===== config.mk =====
export PLATFORM = sky130hd
export DESIGN_NAME = board_num_gen
export DESIGN_NICKNAME = d
export VERILOG_FILES = /design/src/rtl/board_num_gen.sv
export SDC_FILE = /design/constraint.sdc
export NUM_CORES = 2
export LEC_CHECK = 0
export ABC_AREA = 1
export BUFFER_PORTS_ARGS = -buffer_cell sky130_fd_sc_hd__buf_2
export CORE_AREA = 3 3 586 588
export CTS_CLUSTER_SIZE = 16
export DETAILED_ROUTE_END_ITERATION = 12
export DIE_AREA = 0 0 589 591
export HOLD_SLACK_MARGIN = 0.03
export PLACE_DENSITY = 0.41
export SLEW_MARGIN = 15
export SYNTH_ARGS = -nofsm -noshare
export SYNTH_HDL_FRONTEND = slang
export SYNTH_SLANG_ARGS = --single-unit

===== constraint.sdc =====
create_clock -name clk -period 6.4 [get_ports clk]
set_clock_uncertainty 0.2 [all_clocks]
set_input_delay 1.28 -clock clk [delete_from_list [all_inputs] [get_ports clk]]
set_output_delay 1.28 -clock clk [all_outputs]
set_load 0.02 [all_outputs]

===== src/rtl/board_num_gen.sv =====
// ============================================================================
// board_num_gen : scans the mine map one cell per clock and stores saturated
//                 3-bit neighbour-mine counts into the array of the active level
// Revision      : 1.0
// ============================================================================
`default_nettype none

module board_num_gen #(
   parameter int HARD_SIZE = 16
) (
   input  logic                                          clk,
   input  logic                                          rst,
   input  logic [1:0]                                    level,
   input  logic                                          start,
   input  logic [HARD_SIZE-1:0][HARD_SIZE-1:0]           mine_arr,
   output logic [7:0][7:0][2:0]                          num_arr_easy,
   output logic [9:0][9:0][2:0]                          num_arr_medium,
   output logic [HARD_SIZE-1:0][HARD_SIZE-1:0][2:0]      num_arr_hard,
   output logic                                          busy,
   output logic                                          done
);

   localparam int CW = $clog2(HARD_SIZE);

   localparam logic [1:0] S_IDLE   = 2'd0;
   localparam logic [1:0] S_CLEAR  = 2'd1;
   localparam logic [1:0] S_SCAN   = 2'd2;
   localparam logic [1:0] S_FINISH = 2'd3;

   localparam logic [1:0] LVL_EASY   = 2'd1;
   localparam logic [1:0] LVL_MEDIUM = 2'd2;

   localparam logic [CW-1:0] LAST_EASY   = CW'(7);
   localparam logic [CW-1:0] LAST_MEDIUM = CW'(9);
   localparam logic [CW-1:0] LAST_HARD   = CW'(HARD_SIZE - 1);

   logic [1:0]    r_state;
   logic [1:0]    w_state_nxt;
   logic [1:0]    r_lvl;
   logic [CW-1:0] r_last;
   logic [CW-1:0] r_row;
   logic [CW-1:0] r_col;

   logic          w_accept;
   logic          w_last_cell;
   logic          w_busy_nxt;
   logic          w_done_nxt;

   logic          w_up_ok, w_dn_ok, w_lf_ok, w_rt_ok;
   logic [CW-1:0] w_rm, w_rp, w_cm, w_cp;
   logic [7:0]    w_nb;
   logic [3:0]    w_cnt;
   logic [2:0]    w_sat;

   assign w_accept    = start && (level != 2'd0);
   assign w_last_cell = (r_row == r_last) && (r_col == r_last);

   // ---------------------------------------------------------------- FSM
   always_ff @(posedge clk) begin
      if (rst) begin
         r_state <= S_IDLE;
      end else begin
         r_state <= w_state_nxt;
      end
   end

   always_comb begin
      w_state_nxt = r_state;
      case (r_state)
         S_IDLE:   if (w_accept) w_state_nxt = S_CLEAR;
         S_CLEAR:  w_state_nxt = S_SCAN;
         S_SCAN:   if (w_last_cell) w_state_nxt = S_FINISH;
         S_FINISH: w_state_nxt = S_IDLE;
         default:  w_state_nxt = S_IDLE;
      endcase
   end

   always_comb begin
      w_busy_nxt = 1'b0;
      w_done_nxt = 1'b0;
      case (r_state)
         S_IDLE:   w_busy_nxt = w_accept;
         S_CLEAR:  w_busy_nxt = 1'b1;
         S_SCAN:   w_busy_nxt = 1'b1;
         S_FINISH: w_done_nxt = 1'b1;
         default:  w_busy_nxt = 1'b0;
      endcase
   end

   // ------------------------------------------------- neighbour counting
   // Index arithmetic may wrap at the board edge; the *_ok gates (based on
   // the latched board size) discard those wrapped taps.
   assign w_up_ok = (r_row != '0);
   assign w_dn_ok = (r_row != r_last);
   assign w_lf_ok = (r_col != '0);
   assign w_rt_ok = (r_col != r_last);
   assign w_rm    = r_row - CW'(1);
   assign w_rp    = r_row + CW'(1);
   assign w_cm    = r_col - CW'(1);
   assign w_cp    = r_col + CW'(1);

   always_comb begin
      w_nb[0] = w_up_ok & w_lf_ok & mine_arr[w_rm][w_cm];
      w_nb[1] = w_up_ok           & mine_arr[w_rm][r_col];
      w_nb[2] = w_up_ok & w_rt_ok & mine_arr[w_rm][w_cp];
      w_nb[3] = w_lf_ok           & mine_arr[r_row][w_cm];
      w_nb[4] = w_rt_ok           & mine_arr[r_row][w_cp];
      w_nb[5] = w_dn_ok & w_lf_ok & mine_arr[w_rp][w_cm];
      w_nb[6] = w_dn_ok           & mine_arr[w_rp][r_col];
      w_nb[7] = w_dn_ok & w_rt_ok & mine_arr[w_rp][w_cp];
   end

   always_comb begin
      w_cnt = 4'd0;
      for (int i = 0; i < 8; i++) begin
         w_cnt = w_cnt + {3'b000, w_nb[i]};
      end
   end

   assign w_sat = w_cnt[3] ? 3'd7 : w_cnt[2:0];

   // ------------------------------------------------------------ datapath
   always_ff @(posedge clk) begin
      if (rst) begin
         r_lvl          <= 2'd0;
         r_last         <= '0;
         r_row          <= '0;
         r_col          <= '0;
         busy           <= 1'b0;
         done           <= 1'b0;
         num_arr_easy   <= '0;
         num_arr_medium <= '0;
         num_arr_hard   <= '0;
      end else begin
         busy <= w_busy_nxt;
         done <= w_done_nxt;
         case (r_state)
            S_IDLE: begin
               if (w_accept) begin
                  r_lvl  <= level;
                  r_last <= (level == LVL_EASY)   ? LAST_EASY :
                            (level == LVL_MEDIUM) ? LAST_MEDIUM : LAST_HARD;
               end
            end
            S_CLEAR: begin
               r_row <= '0;
               r_col <= '0;
               case (r_lvl)
                  LVL_EASY:   num_arr_easy   <= '0;
                  LVL_MEDIUM: num_arr_medium <= '0;
                  default:    num_arr_hard   <= '0;
               endcase
            end
            S_SCAN: begin
               case (r_lvl)
                  LVL_EASY:   num_arr_easy[r_row[2:0]][r_col[2:0]]   <= w_sat;
                  LVL_MEDIUM: num_arr_medium[r_row[3:0]][r_col[3:0]] <= w_sat;
                  default:    num_arr_hard[r_row][r_col]             <= w_sat;
               endcase
               if (r_col == r_last) begin
                  r_col <= '0;
                  r_row <= r_row + CW'(1);
               end else begin
                  r_col <= r_col + CW'(1);
               end
            end
            default: begin
            end
         endcase
      end
   end

endmodule

`default_nettype wire


# Word level (Yosys, flattened, before mapping)
# Cells that the tools add are included.
[totals]
reg_bits = 1278
latch_bits = 0
ramBits = 0
rom_bits = 0
inputBits = 261
word_cells = 557
memories = 0
[op_classes]
n_addsub = 11
multipliers = 0
div_mod_pow = 0
n_lt_le_gt_ge = 12
n_eq_ne = 20
shift = 0
mux = 56
bitwise_logic = 12
reduce_logical = 19
[op_table]
columns = ["cell", "count"]
rows = [
  ["768-bit 2-to-1 mux", 2],
  ["768-bit case mux with 2 select lines", 1],
  ["768-bit bitwise mux", 1],
  ["300-bit 2-to-1 mux", 2],
  ["300-bit case mux with 2 select lines", 1],
  ["192-bit 2-to-1 mux", 2],
  ["192-bit case mux with 2 select lines", 1],
  ["300-bit bitwise mux", 1],
  ["16-bit binary-select mux with 4-bit select", 3],
  ["192-bit bitwise mux", 1],
  ["48-bit demux with 4-bit select", 1],
  ["30-bit demux with 4-bit select", 1],
  ["24-bit demux with 3-bit select", 1],
  ["16-bit 2-to-1 mux", 3],
  ["48-bit 2-to-1 mux", 1],
  ["1-bit binary-select mux with 4-bit select", 8],
  ["4-bit by 5-bit < comparator with 1-bit output (second input constant)", 6],
  ["30-bit 2-to-1 mux", 1],
  ["24-bit 2-to-1 mux", 1],
  ["4-bit by 1-bit adder with 4-bit output", 4],
  ["4-bit case mux with 2 select lines", 2],
  ["2-bit inequality test (second input constant)", 7],
  ["1-bit AND", 12],
  ["3-bit demux with 4-bit select", 1],
  ["27 further kinds", 66],
]

# Longest topological paths before layout
[logic_depth]
ltp_word = 17
ltp_mapped = 32

# Worst setup path before layout
# OpenSTA, ideal clock, no wires.
[synth_path]
path_kind = "register to register"
from = "register r_row[0]"
to = "register num_arr_medium[116] in the netlist's numbering"
arrival_ns = 5.680
slack_ns = 0.450
path_stages_with_launch = 32
n_path_buf = 6
synth_period_minus_slack_ns = 5.950
path_cell_list = "dfxtp_1 > inv_2 > buf_2 > clkbuf_1 > ha_1 > buf_2 > inv_2 > clkbuf_1 > nand3_1 > nand2_1 > nand2_1 > nand3_1 > nand3_1 > nand2_1 > nand2_1 > nand3_1 > nand2_1 > nor2_1 > nor2_1 > fa_1 > inv_1 > fa_1 > inv_1 > fa_1 > ha_1 > fa_1 > xnor2_1 > o21ai_1 > clkbuf_1 > buf_1 > nand4_1 > a21oi_1"
[synth_between]
elab_chain_cells = 17
word_cells_on_any_way = 54
[synth_rtl]
columns = ["item", "line_no", "text"]
rows = [
  ["start, declared", "41", "logic [CW-1:0] r_row;"],
  ["start signal, assigned", "162", "r_row <= r_row + CW'(1);"],
  ["4-bit by 1-bit subtractor with 4-bit output", "97", "assign w_rm = r_row - CW'(1);"],
  ["16-bit binary-select mux with 4-bit select", "103, 104, 105", ""],
  ["16-bit 2-to-1 mux (not written as such)", "103, 104, 105", ""],
  ["1-bit binary-select mux with 4-bit select (on tied branches)", "103, 104", ""],
  ["1-bit 2-to-1 mux (on tied branches)", "103, 104", ""],
  ["1-bit AND (on tied branches)", "103, 104", ""],
  ["1-bit by 1-bit adder with 2-bit output", "116", "w_cnt = w_cnt + {3'b000, w_nb[i]};"],
  ["2-bit by 1-bit adder with 3-bit output", "116", ""],
  ["3-bit by 1-bit adder with 4-bit output", "116", ""],
  ["4-bit by 1-bit adder with 4-bit output (4 in series)", "116", ""],
  ["3-bit 2-to-1 mux", "120", "assign w_sat = w_cnt[3] ? 3'd7 : w_cnt[2:0];"],
  ["300-bit bitwise mux (*)", "157", "LVL_MEDIUM: num_arr_medium[r_row[3:0]][r_col[3:0]] <= w_sat;"],
  ["300-bit 2-to-1 mux (*)", "155", "case (r_lvl)"],
  ["300-bit case mux with 2 select lines (*)", "137", "case (r_state)"],
  ["end signal, assigned by index", "157", ""],
  ["end, declared", "17", "output logic [9:0][9:0][2:0] num_arr_medium,"],
]
# Every way passes the cells marked *; elsewhere a longest branch is shown, timed or not. The select of a mux whose other input is x is not followed.
# A chain may end at the register's enable or synchronous reset.

# Final worst setup path
[layout_path]
from = "register r_row[1]"
to = "register num_arr_hard[398] in the netlist's numbering"
[layout_between]
elab_chain_cells = 17
word_cells_on_any_way = 54
[layout_rtl]
columns = ["item", "line_no", "text"]
rows = [
  ["4-bit by 1-bit subtractor with 4-bit output", "97", ""],
  ["16-bit binary-select mux with 4-bit select", "103, 104, 105", ""],
  ["16-bit 2-to-1 mux (not written as such)", "103, 104, 105", ""],
  ["1-bit binary-select mux with 4-bit select (on tied branches)", "103, 104", ""],
  ["1-bit 2-to-1 mux (on tied branches)", "103, 104", ""],
  ["1-bit AND (on tied branches)", "103, 104", ""],
  ["1-bit by 1-bit adder with 2-bit output", "116", ""],
  ["2-bit by 1-bit adder with 3-bit output", "116", ""],
  ["3-bit by 1-bit adder with 4-bit output", "116", ""],
  ["4-bit by 1-bit adder with 4-bit output (4 in series)", "116", ""],
  ["3-bit 2-to-1 mux", "120", ""],
  ["768-bit bitwise mux (*)", "158", "default: num_arr_hard[r_row][r_col] <= w_sat;"],
  ["768-bit 2-to-1 mux (*)", "155", ""],
  ["768-bit case mux with 2 select lines (*)", "137", ""],
  ["end signal, assigned by index", "158", ""],
  ["end, declared", "18", "output logic [HARD_SIZE-1:0][HARD_SIZE-1:0][2:0] num_arr_hard,"],
]
# Marks and branches as above.

==> results.md <==
* Cts hold-fix bufs at 0
* Post-Syn Area at 59100 sq um
* Mux cell area share after synthesis at 0%
* Vias at approximately 68000
* H-tree Lvls at 4
* Syn Inst Count at around 9000
* Iter 0 DRT Violations at approximately 5800
* Hold_ws at around 250 ps
* Net Count, Synth at 9227
* Pint at 16.8 mW
* Main combinational cell family by area after synthesis: simple AND/OR/NAND/NOR gates
* Crit path largest cell delay at 500 ps
* Number of core rows at between 200 and 250
* Final cycle utilization of the critical path at 96.7%
* Crit start category: flip-flop
* Reg2reg path depth at 30
* HP Start: num_arr_medium[5]$_SDFFE_PP0P_
* Largest net degree at the start of global routing at a little under 200
* FF-to-FF Start: r_row[1]$_SDFFE_PP0P_
* Seq pwr share at 25.5%
* Ys async rst share at 0%
* Clk sinks at 1277
* Starting density of the core at ~17%
* Rel. slew slack at roughly 16%
* Post-DP HPWL at 283000 um
* # IOs at around 1500
* Critical path's slowest cell: fa_1
* Clock network fraction of total power at 30.5%
* CP Capture Type: flip-flop
* Final setup fails at 0
* #FFs+latches synth at 1277
* Worst vdd ir at about 530 uV
* Seq/Total Area, Yosys at 43.3%
* FF-to-FF End: num_arr_hard[398]$_SDFFE_PP0P_
* Clk_lat worst skew at 810 ps
* Filler instances at between 30000 and 40000
* Worst path most repeated cell: nand2_1
* Most common cell after layout, fill and taps aside: nand2_1
* Compound-Gate Fraction of Synth Area at 14.5%
* Worst setup path end: num_arr_hard[398]$_SDFFE_PP0P_
* Critical path class: reg2reg
* Crit-path leading delay family: adder cells
* Status: complete, no violations
* Clk slew on worst S/H paths at around 70 ps
* Worst Slack Setup Final at approximately 210 ps
* DR pass1 iterations at 7
* CTS tree: built
* Simple-gate share of the synthesized area at 35.4%
* Die area at 348000 sq um
* Vias in the first global route at 63500
* CP startpoint: r_row[1]$_SDFFE_PP0P_
* WP buf/inv at 8
* Antenna viol nets, final at 0
* Die Ht at 591 um
* Worst slack, placed at -574 ps
* Synth Flop Type: dfxtp_1
* YS warnings at 0
* Die Width at ~590 um
* Crit path DAT at around 6700 ps
* Fin. max-slew vios at 0
* Ratio of cells with drive above 1 in the final layout at 22.5%
* GRT overflow at 0
* CTS buffer count at roughly 160
* DR vias/cell at 4.51
* Pwr Density at 397 nW/um^2
* Post-synthesis cell type count at 38
* Tmin final at around 6200 ps
* Post-synthesis adder-cell area fraction at less than 1%
* CTS Buffer Depth at 4
* Pwr Total at 31.4 mW
* Data required, critical path at between 6000 and 7000 ps
* Final #Nets at approximately 11000
* Net Switching at approximately 15 mW
* Hold Vio Cnt, Final at 0
* R2R setup slack at 210 ps
* Final WL at about 380000 um
* First-pass GRT wire length at 518000 um
* Max Fclk at 162 MHz
* Initial antenna violation count at 33
* Synth-to-layout area growth at 34.0%
* Port bufs at roughly 1500
* Max-Cap Viols at 0
* Post-Syn Area per Cell at between 6 and 7 sq um
* Critical path depth at 30
* GRT Util Overall at 20.6%
* XOR/XNOR share of the synthesized area at 0.195%
* Sw Share at 46.6%
* DRC errors left at 0
* Worst-margin pin slew at 1270 ps
* Unrepaired setup endpoints after global routing: yes
* Logic gate share of total power at a little over two fifths
* Most frequent cells in the layout: nand2_1, buf_2, a21oi_1, dfxtp_1, nor2_1
* Leakage power at 31.4 nW
* Number of synthesized flops with an enable pin at 0
* CTS Root Cell: clkbuf_16
* Worst hold path class: reg2reg
* Worst-path maximum fanout at 64
* Core footprint at 339000 sq um
* WL/cell at 25.3 um
* Layout Utilization at 23.4%
* Routability cong. at between 0.9 and 1
-- per-layer routing --
metal / track usage [%] / share of wire [%] / wire length (um) / up-vias
li1: - / - / - / 32100
met1: 26.4 / 42 / 161000 / 32400
met2: 32.9 / 45 / 170000 / 2780
met3: 6.06 / 9.1 / 34400 / 436
met4: 6.54 / 3.6 / 13700 / 0
met5: 0 / 0 / 0 / -
-- flip-flops by register name, indices dropped and copies added (netlist names) --
name,cells
r_last,3
done,1
num_arr_easy,192
busy,1
r_lvl,2
r_state,2
num_arr_hard,768
num_arr_medium,300
r_col,4
r_row,4
-- cells by family (layout without fill, tap and decap cells) --
group / Yosys count / in the layout
simple gates: 5038 / 5038
buf+inv: 894 / 2410
compound gates: 1703 / 1703
fa+ha+maj: 23 / 23
xor+xnor: 8 / 8
other cells: 0 / 18
flops: 1277 / 1277
-- how the worst min path moves through the flow --
stage,end,slack (ps),cells past startpoint
after floorplan,r_last[2]$_SDFFE_PP0P_,240,2
after global placement,num_arr_easy[39]$_SDFFE_PP0P_,250,2
after detailed placement,num_arr_medium[5]$_SDFFE_PP0P_,250,2
after CTS,num_arr_medium[5]$_SDFFE_PP0P_,260,2
after global routing,num_arr_medium[39]$_SDFFE_PP0P_,270,2
final,num_arr_medium[5]$_SDFFE_PP0P_,250,2
-- power groups by stage --
| stage | logic, mW | clock network (mW) | registers, mW |
|---|---|---|---|
| floorplan | 7.42 | 0 | 8.17 |
| global route | 14.9 | 10.1 | 7.99 |
| CTS | 13.5 | 9.83 | 7.99 |
| global placement | 13.6 | 0 | 8.17 |
| detailed placement | 13.5 | 0 | 8.17 |
| finish | 13.8 | 9.58 | 7.99 |
-- worst reg2reg max path: cells and delay by family (launching register included) --
family	cells	cell delay [ps]
AOI/OAI and AO/OA	2	290
buffers and inverters	8	1060
DFF	1	380
adders and majority gates	6	2440
and+or+nand+nor	13	1590
xor gates and xnor gates	1	170
-- per-stage QoR --
stage	cells	setup TNS [ps]	instance area (sq um)
2_1_floorplan	8943	0	59100
3_3_place_gp	14700	-491480	73400
3_5_place_dp	14700	-435500	73400
4_1_cts	15000	0	78900
5_1_grt	15000	-8.82	79100
6_report	15000	0	79200
-- synth_stat cells (2+ instances only) --
cell type / n / area share (%)
a211oi_1: 3 / 0.038
a21oi_1: 1317 / 11
and3_1: 3 / 0.032
buf_1: 71 / 0.45
buf_2: 133 / 1.1
buf_4: 11 / 0.14
buf_6: 4 / 0.076
clkbuf_1: 436 / 2.8
dfxtp_1: 1277 / 43
fa_1: 4 / 0.14
ha_1: 19 / 0.40
inv_1: 207 / 1.3
inv_2: 31 / 0.20
nand2_1: 3551 / 23
nand2_2: 4 / 0.042
nand3_1: 503 / 4.3
nand3b_1: 5 / 0.064
nand4_1: 155 / 1.6
nor2_1: 567 / 3.6
nor2_2: 5 / 0.053
nor2_4: 4 / 0.076
nor3_1: 113 / 0.96
nor3_2: 119 / 2.0
nor4_1: 6 / 0.064
nor4_2: 2 / 0.042
o211ai_1: 7 / 0.089
o21ai_0: 346 / 2.9
o21ai_1: 25 / 0.21
o22ai_1: 3 / 0.032
xor2_1: 4 / 0.059
-- area by class of cell --
cell class / instances / area (sq um) / share of cell area (%)
Antenna cell: 18 / 45.0 / 0.0569
Clock buffer: 243 / 4840 / 6.11
Clock inverter: 42 / 614 / 0.776
Inverter: 239 / 970 / 1.22
Multi-Input combinational cell: 6772 / 30100 / 38.0
Sequential cell: 1277 / 25600 / 32.3
Tap cell: 4536 / 5680 / 7.17
Timing Repair Buffer: 1886 / 11400 / 14.3
-- what timing repair did --
action,4_1_cts,5_1_grt
endpoints found under the hold margin,0,0
gates cloned,0,3
resized for setup,8,31
setup buffers,2,1
pin swaps,0,3
setup endpoints to repair,922,1157
(Power assumes the default switching activity.)
